**src/rtl/auth_pkg.sv**
```systemverilog
`default_nettype none
// ============================================================================
// Module      : auth_pkg
// Description : Shared definitions for the rider-authentication link.
//               The command characters are common to the transmitter and to
//               the authentication receiver; the state type is shared by the
//               command arbiter and the UART serializer.
// Revision    : 1.0 - initial release
// ============================================================================
package auth_pkg;

   localparam logic [7:0] AUTH_GO   = 8'h67;   // 'g'
   localparam logic [7:0] AUTH_STOP = 8'h73;   // 's'

   typedef enum logic {
      TX_IDLE = 1'b0,
      TX_XMIT = 1'b1
   } auth_tx_state_t;

   // Select the command character for a request; stop has priority.
   function automatic logic [7:0] auth_char(input logic is_stop,
                                            input logic [7:0] go_char,
                                            input logic [7:0] stop_char);
      return is_stop ? stop_char : go_char;
   endfunction

endpackage : auth_pkg
`default_nettype wire

```
**src/rtl/auth_cmd_tx_if.sv**
```systemverilog
`default_nettype none
// ============================================================================
// Module      : auth_cmd_tx_if
// Description : Command / status bundle of the authentication transmitter.
//               master : requester side (drives send_go / send_stop)
//               slave  : transmitter side (drives TX, busy, tx_done, last_cmd)
// Ports       : send_go, send_stop  one-cycle command requests
//               TX                  serial line, idle high
//               busy                frame in flight or command pending
//               tx_done             one-cycle pulse at end of stop bit
//               last_cmd            0 = last frame GO, 1 = STOP
// Revision    : 1.0 - initial release
// ============================================================================
interface auth_cmd_tx_if;

   logic send_go;
   logic send_stop;
   logic TX;
   logic busy;
   logic tx_done;
   logic last_cmd;

   modport master (
      output send_go,
      output send_stop,
      input  TX,
      input  busy,
      input  tx_done,
      input  last_cmd
   );

   modport slave (
      input  send_go,
      input  send_stop,
      output TX,
      output busy,
      output tx_done,
      output last_cmd
   );

endinterface : auth_cmd_tx_if
`default_nettype wire

```
**src/rtl/uart_tx.sv**
```systemverilog
`default_nettype none
// ============================================================================
// Module      : uart_tx
// Description : 8N1 UART serializer. A trmt pulse while idle loads
//               {stop, data, start} into a 10-bit shift register; each bit is
//               held for BAUD_DIV clocks, TX is the shift register LSB.
//               tx_done pulses for one cycle once the stop bit has completed.
// Ports       : clk, rst_n        clock, asynchronous active-low reset
//               trmt              start a frame (honoured only while idle)
//               tx_data[7:0]      byte to send, sampled with trmt
//               TX                serial output, idle high
//               tx_done           one-cycle end-of-frame pulse
// Revision    : 1.0 - initial release
// ============================================================================
module uart_tx
   import auth_pkg::*;
#(
   parameter int BAUD_DIV = 2604
) (
   input  logic       clk,
   input  logic       rst_n,
   input  logic       trmt,
   input  logic [7:0] tx_data,
   output logic       TX,
   output logic       tx_done
);

   localparam int                  c_baud_w   = $clog2(BAUD_DIV);
   localparam logic [c_baud_w-1:0] c_baud_max = c_baud_w'(BAUD_DIV - 1);
   localparam logic [c_baud_w-1:0] c_baud_one = c_baud_w'(1);
   localparam logic [3:0]          c_last_bit = 4'd9;

   auth_tx_state_t      r_state;
   logic [c_baud_w-1:0] r_baud_cnt;
   logic [3:0]          r_bit_cnt;
   logic [9:0]          r_shift;
   logic                r_tx_done;
   logic                w_baud_tc;

   assign w_baud_tc = (r_baud_cnt == c_baud_max);

   always_ff @(posedge clk or negedge rst_n) begin
      if (!rst_n) begin
         r_state    <= TX_IDLE;
         r_baud_cnt <= '0;
         r_bit_cnt  <= '0;
         r_shift    <= '1;
         r_tx_done  <= 1'b0;
      end else begin
         r_tx_done <= 1'b0;
         case (r_state)
            TX_IDLE: begin
               r_baud_cnt <= '0;
               r_bit_cnt  <= '0;
               if (trmt) begin
                  r_shift <= {1'b1, tx_data, 1'b0};
                  r_state <= TX_XMIT;
               end
            end
            TX_XMIT: begin
               if (w_baud_tc) begin
                  r_baud_cnt <= '0;
                  // Shifting in ones leaves the register all-ones after the
                  // stop bit, so TX naturally rests high when idle.
                  r_shift    <= {1'b1, r_shift[9:1]};
                  if (r_bit_cnt == c_last_bit) begin
                     r_bit_cnt <= '0;
                     r_state   <= TX_IDLE;
                     r_tx_done <= 1'b1;
                  end else begin
                     r_bit_cnt <= r_bit_cnt + 4'd1;
                  end
               end else begin
                  r_baud_cnt <= r_baud_cnt + c_baud_one;
               end
            end
            default: r_state <= TX_IDLE;
         endcase
      end
   end

   assign TX      = r_shift[0];
   assign tx_done = r_tx_done;

endmodule : uart_tx
`default_nettype wire

```
**src/rtl/auth_cmd_tx.sv**
```systemverilog
`default_nettype none
// ============================================================================
// Module      : auth_cmd_tx
// Description : Transmit side of the rider-authentication link. Sends the GO
//               and STOP command bytes as 8N1 frames. A one-deep pending
//               slot (last request wins, STOP beats GO in the same cycle)
//               holds a command requested mid-frame; it is launched in the
//               tx_done cycle so frames are separated by one idle clock.
// Ports       : clk, rst_n        clock, asynchronous active-low reset
//               bus (slave)       send_go, send_stop, TX, busy, tx_done,
//                                 last_cmd
// Revision    : 1.0 - initial release
// ============================================================================
module auth_cmd_tx
   import auth_pkg::*;
#(
   parameter int         BAUD_DIV  = 2604,
   parameter logic [7:0] GO_CHAR   = AUTH_GO,
   parameter logic [7:0] STOP_CHAR = AUTH_STOP
) (
   input  logic         clk,
   input  logic         rst_n,
   auth_cmd_tx_if.slave bus
);

   auth_tx_state_t r_state;
   logic           r_pend_vld;
   logic           r_pend_stop;
   logic           r_cur_stop;
   logic           r_last_cmd;

   logic           w_req;
   logic           w_req_stop;
   logic           w_idle;
   logic           w_trmt;
   logic           w_start_stop;
   logic [7:0]     w_tx_data;
   logic           w_tx;
   logic           w_tx_done;

   always_comb begin
      w_req        = bus.send_go | bus.send_stop;
      w_req_stop   = bus.send_stop;
      // The serializer is already idle during its tx_done cycle, so a new
      // frame may be launched then; this gives the single idle gap clock.
      w_idle       = (r_state == TX_IDLE) | w_tx_done;
      w_trmt       = w_idle & (r_pend_vld | w_req);
      // A pending command is older than a fresh request, so it goes first.
      w_start_stop = r_pend_vld ? r_pend_stop : w_req_stop;
      w_tx_data    = auth_char(w_start_stop, GO_CHAR, STOP_CHAR);
   end

   always_ff @(posedge clk or negedge rst_n) begin
      if (!rst_n) begin
         r_state     <= TX_IDLE;
         r_pend_vld  <= 1'b0;
         r_pend_stop <= 1'b0;
         r_cur_stop  <= 1'b0;
         r_last_cmd  <= 1'b0;
      end else begin
         if (w_tx_done) begin
            r_last_cmd <= r_cur_stop;
         end
         if (w_trmt) begin
            r_cur_stop <= w_start_stop;
         end

         // Pending slot: drained when launched; a request arriving in the
         // same cycle refills it. While busy, a request overwrites it.
         if (w_idle && r_pend_vld) begin
            r_pend_vld <= w_req;
            if (w_req) begin
               r_pend_stop <= w_req_stop;
            end
         end else if (!w_idle && w_req) begin
            r_pend_vld  <= 1'b1;
            r_pend_stop <= w_req_stop;
         end

         case (r_state)
            TX_IDLE: begin
               if (w_trmt) begin
                  r_state <= TX_XMIT;
               end
            end
            TX_XMIT: begin
               if (w_tx_done) begin
                  r_state <= w_trmt ? TX_XMIT : TX_IDLE;
               end
            end
            default: r_state <= TX_IDLE;
         endcase
      end
   end

   uart_tx #(
      .BAUD_DIV (BAUD_DIV)
   ) u_uart_tx (
      .clk      (clk),
      .rst_n    (rst_n),
      .trmt     (w_trmt),
      .tx_data  (w_tx_data),
      .TX       (w_tx),
      .tx_done  (w_tx_done)
   );

   assign bus.TX       = w_tx;
   assign bus.busy     = (r_state == TX_XMIT) | r_pend_vld;
   assign bus.tx_done  = w_tx_done;
   assign bus.last_cmd = r_last_cmd;

endmodule : auth_cmd_tx
`default_nettype wire

```
**src/flat_wrapper.sv**
```systemverilog
// flat-port wrapper written by rule: the top's interface ports become plain ports
module auth_cmd_tx_flat import auth_pkg::*;
#(
   parameter int         BAUD_DIV  = 2604,
   parameter logic [7:0] GO_CHAR   = AUTH_GO,
   parameter logic [7:0] STOP_CHAR = AUTH_STOP
)
  (clk, rst_n, bus_send_go, bus_send_stop, bus_TX, bus_busy, bus_tx_done, bus_last_cmd);
  auth_cmd_tx_if bus_i ();
  input  logic clk;
  input  logic rst_n;
  input wire logic [$bits(bus_i.send_go)-1:0] bus_send_go;
  input wire logic [$bits(bus_i.send_stop)-1:0] bus_send_stop;
  output wire logic [$bits(bus_i.TX)-1:0] bus_TX;
  output wire logic [$bits(bus_i.busy)-1:0] bus_busy;
  output wire logic [$bits(bus_i.tx_done)-1:0] bus_tx_done;
  output wire logic [$bits(bus_i.last_cmd)-1:0] bus_last_cmd;
  assign bus_i.send_go = bus_send_go;
  assign bus_i.send_stop = bus_send_stop;
  assign bus_TX = bus_i.TX;
  assign bus_busy = bus_i.busy;
  assign bus_tx_done = bus_i.tx_done;
  assign bus_last_cmd = bus_i.last_cmd;
  auth_cmd_tx #(.BAUD_DIV(BAUD_DIV), .GO_CHAR(GO_CHAR), .STOP_CHAR(STOP_CHAR)) u_core (.clk(clk), .rst_n(rst_n), .bus(bus_i));
endmodule
```
**config.mk**
```make
export PLATFORM = sky130hd
export DESIGN_NAME = auth_cmd_tx_flat
export DESIGN_NICKNAME = d
export VERILOG_FILES = /design/src/rtl/auth_pkg.sv /design/src/rtl/auth_cmd_tx_if.sv /design/src/rtl/uart_tx.sv /design/src/rtl/auth_cmd_tx.sv /design/src/flat_wrapper.sv
export SDC_FILE = /design/constraint.sdc
export NUM_CORES = 1
export LEC_CHECK = 0
export ABC_AREA = 1
export BUFFER_PORTS_ARGS = -buffer_cell sky130_fd_sc_hd__buf_2
export CORE_MARGIN = 2
export CORE_UTILIZATION = 60
export DETAILED_ROUTE_END_ITERATION = 8
export PLACE_DENSITY = 0.78
export SYNTH_ARGS = -nofsm -noshare
export SYNTH_HDL_FRONTEND = slang
export SYNTH_SLANG_ARGS = --single-unit
```
**constraint.sdc**
```tcl
create_clock -name clk -period 3.3 [get_ports clk]
set_input_delay 0.66 -clock clk [delete_from_list [all_inputs] [get_ports clk]]
set_output_delay 0.66 -clock clk [all_outputs]
set_load 0.005 [all_outputs]
```
==> results.json, run 1 <==
{
  "status": "completed",
  "critical_path.endpoint_type": "primary output",
  "sw_frac_of_total_pct": 19.5,
  "clock_tree_from_tritoncts": "yes",
  "ys_ff_latch": 32,
  "drv_slew": 0,
  "first_pass_grt_wire_length_um": 5630,
  "grt.overflow.total": 0,
  "synth_cell_types": 27,
  "clk_pin_slew_ns": 0.10,
  "clock_power_share_pct": 45.1,
  "initial_utilization_pct": 62.3,
  "intPower_mw": 0.597,
  "syn_inst": 213,
  "numClockSinks": 32,
  "grtUsageTotal_pct": 22.4,
  "worst-endpoint-arrival_ns": 1.16,
  "fillers": 216,
  "layoutNonFillerInstCount": 256,
  "clockBufferDepth": 2,
  "power.sequential.fraction_pct": 53.1,
  "core_rows": 19,
  "cts_root_buf": "sky130_fd_sc_hd__clkbuf_4",
  "critical_path.startpoint_type": "register",
  "setup_viol_count_final": 0,
  "floorplan.die_area_mm2": 0.00328,
  "period_share_pct": 55.0,
  "route.final.wire_length_um": 3180,
  "synthToLayoutAreaGrowth_pct": 8.15,
  "cts_hold_buffers": 0,
  "grt_start_max_net_pins": 33,
  "critical_path.slowest_cell": "sky130_fd_sc_hd__dfrtp_1",
  "vias_per_cell": 5.38,
  "num_io_pins": 8,
  "critical-path-top-delay-family": "flip-flops",
  "hold_path.class": "primary input to async pin",
  "unrepaired_setup_endpoints_after_global_routing": "no",
  "gp_congestion": 0.770,
  "antenna_found_initial": 0,
  "hold_viol": 0,
  "ff2ff_setup_slack_ns": 1.77,
  "vias": 1378,
  "ctsResizeCount": 0,
  "port-buffer-count": 7,
  "p_leak_nw": 0.909,
  "finClkSkew_ns": 0.00881,
  "synth.cell_area_mm2": 0.00170,
  "path_buf_inv": 1,
  "antenna_cells": 0,
  "maxSlewHeadroom_pct": 55.0,
  "syn-num-nets": 220,
  "yosysWarningCount": 0,
  "num-nets-final": 231,
  "drtPass1Iterations": 4,
  "grt_pass1_vias": 1340,
  "fin_crit_ns": 1.82,
  "cell_by_cell_listing_of_the_critical_path": "or2_2, buf_2",
  "drt_iter0_markers": 81,
  "total_power_mw": 0.742,
  "comb_power_share_pct": 1.8,
  "cts_setup_buffers": 0,
  "dp.cells": 248,
  "path_class": "register to primary output",
  "cts.htree.levels": 2,
  "ratio_of_cells_with_drive_above_1_in_the_final_layout_pct": 22.2,
  "routed_wire_length_per_instance_um": 12.4,
  "core_area_mm2": 0.00273,
  "ant_nets": 0,
  "post-dp-hpwl_um": 2280,
  "power.density_mw_per_mm2": 403,
  "synth-seq-area-share_pct": 47.7,
  "die_w_um": 57.3,
  "clock.fmax_mhz": 551,
  "die_height_um": 57.3,
  "fin_setup_tns_ns": 0,
  "worst-slew-pin-transition_ns": 0.675,
  "worst_ir_drop_vdd_mv": 0.370,
  "critPathMaxFanout": 4,
  "crit_required_ns": 2.64,
  "post_synth.cell_area_avg_um2": 8.00,
  "timing.max_cap.violations": 0,
  "clkLatencyLatePin_ns": 0.34,
  "worst_path_largest_cell_delay_ns": 0.42,
  "power.switching_mw": 0.145,
  "cts-buffers-inserted": 5,
  "drc": 0
}
==> registers in the layout, summed over array words and instances (netlist names) <==
signal and count:
u_core.u_uart_tx.r_bit_cnt 4, u_core.bus.last_cmd 1, u_core.u_uart_tx.r_shift 9, u_core.r_cur_stop 1, u_core.r_pend_stop 1, u_core.u_uart_tx.tx_done 1
u_core.r_pend_vld 1, u_core.r_state 1, u_core.u_uart_tx.r_state 1, u_core.u_uart_tx.r_baud_cnt 12
==> layer usage <==
| layer | global-route usage (%) | vias up | routed length, um |
|---|---|---|---|
| li1 | - | 692 | - |
| met5 | 0 | - | 0 |
| met3 | 7.03 | 5 | 150 |
| met1 | 29.0 | 643 | 1520 |
| met4 | 9.63 | 0 | 50 |
| met2 | 35.0 | 38 | 1460 |
==> synth_stat cells <==
cell type,instances,area (um^2)
sky130_fd_sc_hd__a21oi_1,3,15.0
sky130_fd_sc_hd__a31oi_1,1,6.26
sky130_fd_sc_hd__buf_12,1,20.0
sky130_fd_sc_hd__buf_2,2,10.0
sky130_fd_sc_hd__dfrtp_1,23,576
sky130_fd_sc_hd__dfstp_2,9,236
sky130_fd_sc_hd__ha_1,3,37.5
sky130_fd_sc_hd__inv_1,20,75.1
sky130_fd_sc_hd__inv_2,8,30.0
sky130_fd_sc_hd__nand2_1,58,218
sky130_fd_sc_hd__nand2_2,2,12.5
sky130_fd_sc_hd__nand2_4,1,11.3
sky130_fd_sc_hd__nand3_1,22,110
sky130_fd_sc_hd__nand3_2,6,60.1
sky130_fd_sc_hd__nand3_4,1,17.5
sky130_fd_sc_hd__nand4_1,2,12.5
sky130_fd_sc_hd__nor2_1,28,105
sky130_fd_sc_hd__nor2_2,2,12.5
sky130_fd_sc_hd__nor2_4,2,22.5
sky130_fd_sc_hd__nor3_1,2,10.0
sky130_fd_sc_hd__nor3_2,2,20.0
sky130_fd_sc_hd__o21ai_0,7,35.0
sky130_fd_sc_hd__o21ai_1,2,10.0
sky130_fd_sc_hd__o21bai_1,1,7.51
sky130_fd_sc_hd__or2_0,2,12.5
sky130_fd_sc_hd__or2_2,2,12.5
sky130_fd_sc_hd__xor2_1,1,8.76
==> kinds of logic (layout without fill, tap and decap cells) <==
family                     count (synthesis)  after routing  share of synthesized area (%)
xor gates and xnor gates                   1              1                          0.514
and+or+nand+nor                          132            132                           37.4
DFF                                       32             32                           47.7
buffers and inverters                     31             43                           7.93
AOI/OAI and AO/OA                         14             14                           4.33
adders and majority gates                  3              3                           2.20
==> placed cells by master (no fill, tap or decap), types with 3 or more instances in the layout <==
cell type                  synthesis  final
sky130_fd_sc_hd__nand2_1          58     58
sky130_fd_sc_hd__nor2_1           28     28
sky130_fd_sc_hd__dfrtp_1          23     23
sky130_fd_sc_hd__nand3_1          22     22
sky130_fd_sc_hd__inv_1            20     20
sky130_fd_sc_hd__dfstp_2           9      9
sky130_fd_sc_hd__inv_2             8      8
sky130_fd_sc_hd__o21ai_0           7      7
sky130_fd_sc_hd__buf_2             2      7
sky130_fd_sc_hd__nand3_2           6      6
sky130_fd_sc_hd__clkbuf_4          0      5
sky130_fd_sc_hd__a21oi_1           3      3
sky130_fd_sc_hd__ha_1              3      3
==> worst paths after layout <==
| path | start | endpoint | depth (start not counted) |
|---|---|---|---|
| setup / recovery | u_core.r_pend_vld | bus_busy | 2 |
| hold / removal | rst_n | u_core.u_uart_tx.r_baud_cnt[6] | 1 |
| setup reg to reg | u_core.u_uart_tx.r_state | u_core.u_uart_tx.r_shift[1] | 4 |
| hold reg to reg | u_core.u_uart_tx.r_shift[5] | u_core.u_uart_tx.r_shift[4] | 2 |
| max in group asynchronous | rst_n | u_core.u_uart_tx.r_baud_cnt[2] | 1 |
| min in group clk | u_core.u_uart_tx.r_shift[5] | u_core.u_uart_tx.r_shift[4] | 2 |
==> stage by stage <==
stage          util (%)  instance area (um^2)  hold WS (ns)  setup WS, ns
4_1_cts            67.4                  1840         0.366          1.46
5_1_grt            67.4                  1840         0.405          1.42
6_report           67.4                  1840         0.349          1.48
3_5_place_dp       63.9                  1750         0.454          1.67
2_1_floorplan         -                  1700         0.364          1.95
3_3_place_gp       63.9                  1750         0.449          1.73
==> area by class of cell <==
| cell class | instances | area (um^2) | share of cell area [%] |
|---|---|---|---|
| Clock buffer | 7 | 65.1 | 3.53 |
| Timing Repair Buffer | 7 | 35.0 | 1.90 |
| Tap cell | 31 | 38.8 | 2.10 |
| Clock inverter | 1 | 30.0 | 1.63 |
| Multi-Input combinational cell | 150 | 757 | 41.1 |
| Sequential cell | 32 | 812 | 44.1 |
| Inverter | 28 | 105 | 5.70 |
==> power by group through the flow <==
stage	clock, mW	sequential [mW]	combinational (mW)
6_report	0.335	0.394	0.0133
3_3_place_gp	0	0.401	0.0135
4_1_cts	0.342	0.394	0.0139
5_1_grt	0.353	0.394	0.0162
2_1_floorplan	0	0.401	0.00338
3_5_place_dp	0	0.401	0.0140
No activity file was read; power rests on OpenSTA's default activity.
==> run 2: changes to the inputs <==
ABC_AREA = 0   (was 1)
CORE_UTILIZATION = 59   (was 60)
PLACE_DENSITY = 0.77   (was 0.78)
clock period = 1.8 ns   (was 3.3 ns; I/O delays follow)
==> run 2 against run 1 <==
Critical endpoint is now u_core.u_uart_tx.r_shift[5]. Core utilization grew 0.37 points. Non-clock buffer count is the same. First-iteration DRC count decreased by 68%. Highest routed layer unchanged. Largest cell class unchanged.
==> results.json, run 2 <==
{
  "worst_path_largest_cell_delay_ns": 0.42,
  "total_power_mw": 1.36,
  "die_height_um": 54.7,
  "critical-path-top-delay-family": "simple AND/OR/NAND/NOR gates",
  "crit_required_ns": 2.06,
  "core_rows": 18,
  "setup_viol_count_final": 0,
  "clkLatencyLatePin_ns": 0.33,
  "largest_register": "u_core.u_uart_tx.r_baud_cnt",
  "synth_flop_cell": "sky130_fd_sc_hd__dfrtp_1",
  "regs_by_ff_count": "u_core.u_uart_tx.r_baud_cnt: 12 flops, u_core.u_uart_tx.r_shift: 9 flops, u_core.u_uart_tx.r_bit_cnt: 4 flops",
  "critical_path.startpoint_type": "register",
  "maxSlewHeadroom_pct": 54.2,
  "critPathMaxFanout": 5,
  "synth.top_cells.by_count": "27 x sky130_fd_sc_hd__nor2_1, 23 x sky130_fd_sc_hd__dfrtp_1, 11 x sky130_fd_sc_hd__nand2_1",
  "drc": 0,
  "cts_hold_buffers": 0,
  "sw_frac_of_total_pct": 18.9,
  "timing.critical_path.from": "u_core.u_uart_tx.r_baud_cnt[0]",
  "drt_iter0_markers": 26,
  "yosys-mux-area-fraction_pct": 2.06,
  "cts_root_buf": "sky130_fd_sc_hd__clkbuf_4",
  "cts.htree.levels": 2,
  "first_pass_grt_wire_length_um": 4400,
  "clockBufferDepth": 2,
  "gp_congestion": 0.795,
  "ratio_of_cells_with_drive_above_1_in_the_final_layout_pct": 20.6,
  "synthToLayoutAreaGrowth_pct": 9.83,
  "worst_r2r_startpoint": "u_core.u_uart_tx.r_baud_cnt[0]",
  "route.final.wire_length_um": 2720,
  "routed_wire_length_per_instance_um": 14.3,
  "synth_fa_ha_area_share_pct": 2.48,
  "sequential_cell_area_um2": 812,
  "intPower_mw": 1.10,
  "cell_by_cell_listing_of_the_critical_path": "ha_1, nor2b_1, and4b_2, and2_1, a221o_1",
  "final_util_pct": 67.8,
  "dp_slack_ns": 0.0493,
  "fillers": 192,
  "grtUsageTotal_pct": 21.4,
  "grt_start_max_net_pins": 33,
  "synth_cell_types": 40,
  "clk_pin_slew_ns": 0.10,
  "synth.cell_area_mm2": 0.00152,
  "syn-num-nets": 154,
  "layout_common_cells": "27 x sky130_fd_sc_hd__nor2_1, 23 x sky130_fd_sc_hd__dfrtp_1, 11 x sky130_fd_sc_hd__nand2_1",
  "die_w_um": 54.7,
  "ys_ff_latch": 32,
  "synth_area_leader_cell": "sky130_fd_sc_hd__dfrtp_1",
  "numClockSinks": 32,
  "layout.cells.most_common": "sky130_fd_sc_hd__nor2_1",
  "p_leak_nw": 0.685,
  "grt_pass1_vias": 1040,
  "area_of_the_multi_input_gates_um2": 654,
  "power.switching_mw": 0.258,
  "critical_path.endpoint_type": "register",
  "yosys_top_cell_area_share_pct": 38.0,
  "layout.cell_area.non_filler_mm2": 0.00166,
  "xor_xnor_share_of_the_synthesized_area_pct": 6.36,
  "power.density_mw_per_mm2": 818,
  "path_buf_inv": 0,
  "clock_tree_from_tritoncts": "yes",
  "worst-endpoint-arrival_ns": 2.00,
  "yosysMostFrequentCell": "sky130_fd_sc_hd__nor2_1",
  "worst-slew-pin-transition_ns": 0.688,
  "antenna_found_initial": 0,
  "async_reset_ff_share_pct": 100,
  "num-nets-final": 166,
  "post_synthesis_compound_gate_area_fraction_pct": 8.01,
  "core_area_mm2": 0.00245,
  "flip_flop_count_of_the_largest_register_after_layout": 12,
  "hold_path.class": "primary input to async pin",
  "yosysWarningCount": 0,
  "power.sequential.fraction_pct": 53.7,
  "post_synth_and_or_nand_nor_area_fraction_pct": 23.5,
  "number_of_flops_mapped_to_enable_cells_by_yosys": 0,
  "num_io_pins": 8,
  "vias": 1076,
  "drv_slew": 0,
  "clock_power_share_pct": 44.3,
  "antenna_cells": 0,
  "floorplan.die_area_mm2": 0.00299,
  "syn_inst": 147,
  "path_class": "register to register",
  "synth-seq-area-share_pct": 53.6,
  "finClkSkew_ns": 0.00907,
  "status": "completed",
  "grt.overflow.total": 0,
  "cts-buffers-inserted": 5,
  "hold_viol": 0,
  "clock.fmax_mhz": 574,
  "ant_nets": 0,
  "vias_per_cell": 5.66,
  "yosys-top-cells-area": "sky130_fd_sc_hd__dfrtp_1 38%, sky130_fd_sc_hd__dfstp_2 16%, sky130_fd_sc_hd__nor2_1 6.7%, sky130_fd_sc_hd__xnor2_1 5.8%, sky130_fd_sc_hd__nand2_1 2.7%",
  "comb_power_share_pct": 2.0,
  "critical_path.slowest_cell": "sky130_fd_sc_hd__dfrtp_1",
  "drtPass1Iterations": 4,
  "main_combinational_cell_family_by_area_after_synthesis": "simple AND/OR/NAND/NOR gates",
  "timing.max_cap.violations": 0,
  "post-dp-hpwl_um": 1870,
  "dpl-instance-area_mm2": 0.00156,
  "period_share_pct": 96.7,
  "initial_utilization_pct": 61.7,
  "fin_ws_ns": 0.0593,
  "port-buffer-count": 7,
  "post_synth.cell_area_avg_um2": 10.3,
  "worst_ir_drop_vdd_mv": 0.695,
  "fin_crit_ns": 1.74
}
run 2: cell count changes after synthesis, moves of 6 or more:
cell                      previous run  this run
sky130_fd_sc_hd__nand3_2             6         0
sky130_fd_sc_hd__xnor2_1             0        10
sky130_fd_sc_hd__inv_1              20         8
sky130_fd_sc_hd__nand2_1            58        11
sky130_fd_sc_hd__inv_2               8         0
sky130_fd_sc_hd__nand3_1            22         8
run 2: power by group through the flow:
stage	clock network [mW]	registers (mW)	logic, mW
final	0.603	0.731	0.0272
after global routing	0.643	0.732	0.0323
after CTS	0.619	0.731	0.0282
after detailed placement	0	0.744	0.0280
after global placement	0	0.744	0.0268
after floorplan	0	0.743	0.00822
run 2: cell type report:
cell class | count | share of cell area, %
clock buffers | 7 | 3.91
clock inverters | 1 | 1.80
inverters | 8 | 1.80
multi-input cells | 105 | 39.3
flip-flops and latches | 32 | 48.8
well taps | 30 | 2.26
repair buffers | 7 | 2.11
run 2: per-layer routing:
metal | wire length (um) | vias up | GRT usage (%)
li1 | - | 527 | -
met5 | 0 | - | 0
met3 | 108 | 6 | 7.38
met2 | 1420 | 20 | 37.1
met4 | 38 | 0 | 8.75
met1 | 1150 | 523 | 23.7
run 2: worst reg2reg max path: stages, from the launching register on:
cell	delay, ns
sky130_fd_sc_hd__dfrtp_1	0.42
sky130_fd_sc_hd__ha_1	0.25
sky130_fd_sc_hd__nor2b_1	0.17
sky130_fd_sc_hd__and4b_2	0.28
sky130_fd_sc_hd__and2_1	0.20
sky130_fd_sc_hd__a221o_1	0.36
run 2: cells by family after synthesis:
group,after synthesis
compound gates,19
fa+ha+maj,3
xor+xnor,11
buf+inv,11
simple gates,68
flops,32
mux,3
run 2: worst paths after layout:
| kind | slack [ns] | depth (start not counted) | end |
|---|---|---|---|
| hold reg to reg | 0.48 | 2 | u_core.r_pend_stop |
| setup / recovery | 0.06 | 5 | u_core.u_uart_tx.r_shift[5] |
| max in group asynchronous | 1.30 | 1 | u_core.u_uart_tx.r_baud_cnt[5] |
| hold / removal | 0.06 | 1 | u_core.r_pend_vld |
| min in group clk | 0.30 | 3 | u_core.r_pend_stop |
| setup reg to reg | 0.06 | 5 | u_core.u_uart_tx.r_shift[5] |
run 2: metrics by stage:
stage / instances / hold WS [ns] / setup TNS (ns)
final: 190 / 0.0589 / 0
after global routing: 190 / 0.107 / -0.0163
after CTS: 189 / 0.0731 / 0
after detailed placement: 181 / 0.440 / 0
after global placement: 181 / 0.427 / 0
after floorplan: 147 / 0.0644 / 0
run 2: timing repair:
action                                  CTS  global route
setup buffers                             0             0
resized for setup                         0             1
endpoints found under the setup margin    0            23
==> run 3: changes to the inputs <==
SYNTH_HIERARCHICAL = 1   (was not set)
==> run 3 against run 2 <==
Critical path type unchanged. The run now ends with setup timing left. Core utilization increased by 13 points. Critical endpoint is now u_core/u_uart_tx/r_bit_cnt[1]. Highest routed layer unchanged. Sequential power increased by 15%. Hold slack improved by 0.0077 ns.
==> results.json, run 3 <==
{
  "num-nets-final": 198,
  "synth_cell_types": 42,
  "initial_utilization_pct": 62.9,
  "p_leak_nw": 0.872,
  "drt_iter0_markers": 32,
  "synthToLayoutAreaGrowth_pct": 29.0,
  "synth_area_leader_cell": "sky130_fd_sc_hd__dfrtp_1",
  "hold_viol": 0,
  "syn_inst": 153,
  "finClkSkew_ns": 0.00638,
  "path_class": "register to register",
  "worst-slew-pin-transition_ns": 0.708,
  "hold_path.class": "primary input to async pin",
  "flip_flop_count_of_the_largest_register_after_layout": 12,
  "main_combinational_cell_family_by_area_after_synthesis": "simple AND/OR/NAND/NOR gates",
  "die_height_um": 55.6,
  "yosysWarningCount": 6,
  "critical_path.slowest_cell": "sky130_fd_sc_hd__or4_4",
  "violations": "setup timing",
  "grt_start_max_net_pins": 33,
  "vias_per_cell": 5.72,
  "clock.fmax_mhz": 459,
  "critical_path.startpoint_type": "register",
  "ant_nets": 0,
  "clkLatencyLatePin_ns": 0.33,
  "timing.hold.ws_ns": 0.0666,
  "cts_hold_buffers": 0,
  "ff2ff_setup_slack_ns": -0.38,
  "drtPass1Iterations": 4,
  "clockBufferDepth": 2,
  "worst_ir_drop_vdd_mv": 0.722,
  "vias": 1269,
  "xor_xnor_share_of_the_synthesized_area_pct": 5.57,
  "yosys-mux-area-fraction_pct": 2.07,
  "worst_path_largest_cell_delay_ns": 0.48,
  "core_area_mm2": 0.00250,
  "grtUsageTotal_pct": 24.3,
  "synth_flop_cell": "sky130_fd_sc_hd__dfrtp_1",
  "cell_by_cell_listing_of_the_critical_path": "ha_2, or4bb_4, or4_4, or3_1, a21boi_1",
  "synth-seq-area-share_pct": 51.7,
  "critical-path-top-delay-family": "simple AND/OR/NAND/NOR gates",
  "num_io_pins": 8,
  "post-dp-hpwl_um": 2240,
  "antenna_found_initial": 0,
  "crit_required_ns": 2.05,
  "post_synth_and_or_nand_nor_area_fraction_pct": 23.4,
  "status": "complete, but fails checks",
  "first_pass_grt_wire_length_um": 5690,
  "gp_congestion": 0.799,
  "timing.reg2reg.worst_path_depth": 5,
  "worst-endpoint-arrival_ns": 2.43,
  "drv_slew": 0,
  "layout.cells.most_common": "sky130_fd_sc_hd__dfrtp_1",
  "synth.cell_area_mm2": 0.00157,
  "crit-reg2reg-capture": "u_core/u_uart_tx/r_bit_cnt[1]",
  "path_buf_inv": 0,
  "largest_register": "u_core/u_uart_tx/r_baud_cnt",
  "core_rows": 18,
  "number_of_flops_mapped_to_enable_cells_by_yosys": 0,
  "cts-buffers-inserted": 5,
  "cts_root_buf": "sky130_fd_sc_hd__clkbuf_4",
  "timing.max_cap.violations": 0,
  "fin_crit_ns": 2.18,
  "worst_r2r_startpoint": "u_core/u_uart_tx/r_baud_cnt[1]",
  "cts.htree.levels": 2,
  "port-buffer-count": 7,
  "grt.overflow.total": 0,
  "fin_ws_ns": -0.378,
  "grt_pass1_vias": 1273,
  "ys_ff_latch": 32,
  "die_w_um": 55.6,
  "yosys-top-cells-area": "sky130_fd_sc_hd__dfrtp_1 37%, sky130_fd_sc_hd__dfstp_2 15%, sky130_fd_sc_hd__o221a_2 5.0%, sky130_fd_sc_hd__nand2_1 4.5%, sky130_fd_sc_hd__nor2_1 4.5%",
  "critical_path.endpoint_type": "register",
  "period_share_pct": 121,
  "async_reset_ff_share_pct": 100,
  "post_synthesis_compound_gate_area_fraction_pct": 11.5,
  "clk_pin_slew_ns": 0.10,
  "regs_by_ff_count": "u_core/u_uart_tx/r_baud_cnt: 12 flops, u_core/u_uart_tx/r_shift: 9 flops, u_core/u_uart_tx/r_bit_cnt: 4 flops",
  "layout_common_cells": "23 x sky130_fd_sc_hd__dfrtp_1, 21 x sky130_fd_sc_hd__buf_4, 19 x sky130_fd_sc_hd__nor2_1",
  "route.final.wire_length_um": 3690,
  "post_synth.cell_area_avg_um2": 10.3,
  "setup_viol_count_final": 27,
  "unrepaired_setup_endpoints_after_global_routing": "yes",
  "routed_wire_length_per_instance_um": 16.6,
  "yosysMostFrequentCell": "sky130_fd_sc_hd__dfrtp_1",
  "ratio_of_cells_with_drive_above_1_in_the_final_layout_pct": 37.0,
  "clock_tree_from_tritoncts": "yes",
  "power.density_mw_per_mm2": 758,
  "yosys_top_cell_area_share_pct": 36.6,
  "antenna_cells": 0,
  "synth_fa_ha_area_share_pct": 2.39,
  "floorplan.die_area_mm2": 0.00309,
  "maxSlewHeadroom_pct": 52.8,
  "numClockSinks": 32,
  "critPathMaxFanout": 7,
  "drc": 0,
  "dp_slack_ns": -0.286,
  "synth.top_cells.by_count": "23 x sky130_fd_sc_hd__dfrtp_1, 19 x sky130_fd_sc_hd__nand2_1, 19 x sky130_fd_sc_hd__nor2_1"
}
run 3: cell types whose count changed in the layout (fill, tap and decap cells not counted), moves of 3 or more:
cell                      before  now
sky130_fd_sc_hd__a21oi_1       7    2
sky130_fd_sc_hd__buf_4         0   21
sky130_fd_sc_hd__buf_6         0    3
sky130_fd_sc_hd__conb_1        0    6
sky130_fd_sc_hd__inv_1         8    3
sky130_fd_sc_hd__nand2_1      11   16
sky130_fd_sc_hd__nand2_4       0    3
sky130_fd_sc_hd__nand3_1       8    3
sky130_fd_sc_hd__nor2_1       27   19
sky130_fd_sc_hd__o221a_4       0    6
sky130_fd_sc_hd__or3_1         1    9
run 3: kinds of logic (layout without fill, tap and decap cells):
| kind of cell | count (synthesis) | count (layout) |
|---|---|---|
| AO/OA/AOI/OAI | 22 | 22 |
| XOR/XNOR | 10 | 10 |
| adder cells (fa/ha/maj) | 3 | 3 |
| buffers and inverters | 9 | 43 |
| flip-flops | 32 | 32 |
| multiplexers | 3 | 3 |
| other | 2 | 6 |
| AND/OR/NAND/NOR | 72 | 73 |
run 3: routing by layer:
metal	vias to the layer above	GRT usage, %	wire length, um
met5	-	0	0
met4	0	14.3	59
li1	605	-	-
met1	639	29.5	1590
met3	5	6.28	102
met2	20	39.1	1940
run 3: worst reg2reg max path, delay by kind of cell (launching register included):
kind,cells,cell delay [ns]
AND/OR/NAND/NOR,3,1.33
flip-flops,1,0.40
adder cells (fa/ha/maj),1,0.20
AO/OA/AOI/OAI,1,0.17
run 3: how the worst max path moves through the flow:
stage,from,endpoint,slack (ns),depth (start not counted)
after global routing,u_core/u_uart_tx/r_baud_cnt[1],u_core/u_uart_tx/r_bit_cnt[1],-0.39,5
after floorplan,u_core/u_uart_tx/r_baud_cnt[6],u_core/u_uart_tx/r_bit_cnt[0],-0.29,5
after global placement,u_core/u_uart_tx/r_baud_cnt[10],u_core/u_uart_tx/r_bit_cnt[1],-0.21,4
after CTS,u_core/u_uart_tx/r_baud_cnt[10],u_core/u_uart_tx/r_bit_cnt[0],-0.27,4
final,u_core/u_uart_tx/r_baud_cnt[1],u_core/u_uart_tx/r_bit_cnt[1],-0.38,5
after detailed placement,u_core/u_uart_tx/r_baud_cnt[10],u_core/u_uart_tx/r_bit_cnt[0],-0.29,4
run 3: final cells by class:
| type | instances | area (um^2) |
|---|---|---|
| clock buffers | 8 | 58.8 |
| fillers | 148 | 473 |
| inverters | 3 | 11.3 |
| multi-input cells | 117 | 861 |
| flip-flops and latches | 32 | 812 |
| well taps | 30 | 37.5 |
| repair buffers | 32 | 246 |
run 3: through the flow:
stage / power, mW / util (%) / instance area [um^2] / setup TNS, ns / std cells
after floorplan: 0.937 / - / 1600 / -3.49 / 157
after global placement: 1.02 / 69.9 / 1750 / -2.29 / 202
after detailed placement: 1.04 / 69.9 / 1750 / -3.36 / 202
after CTS: 1.49 / 75.8 / 1890 / -5.02 / 217
after global routing: 1.61 / 81.1 / 2030 / -7.30 / 222
final: 1.54 / 81.1 / 2030 / -6.44 / 222
run 3: where the power goes:
part / leakage, nW / switching (mW) / internal [mW]
logic: 0.452 / 0.122 / 0.145
registers: 0.387 / 0.0651 / 0.772
clock network: 0.0326 / 0.239 / 0.193
run 3: repair_timing:
| action | CTS | global route |
|---|---|---|
| resized for setup | 10 | 14 |
| pin swaps | 0 | 2 |
| cloned | 1 | 0 |
| endpoints found under the setup margin | 24 | 27 |
| setup buffers | 6 | 5 |
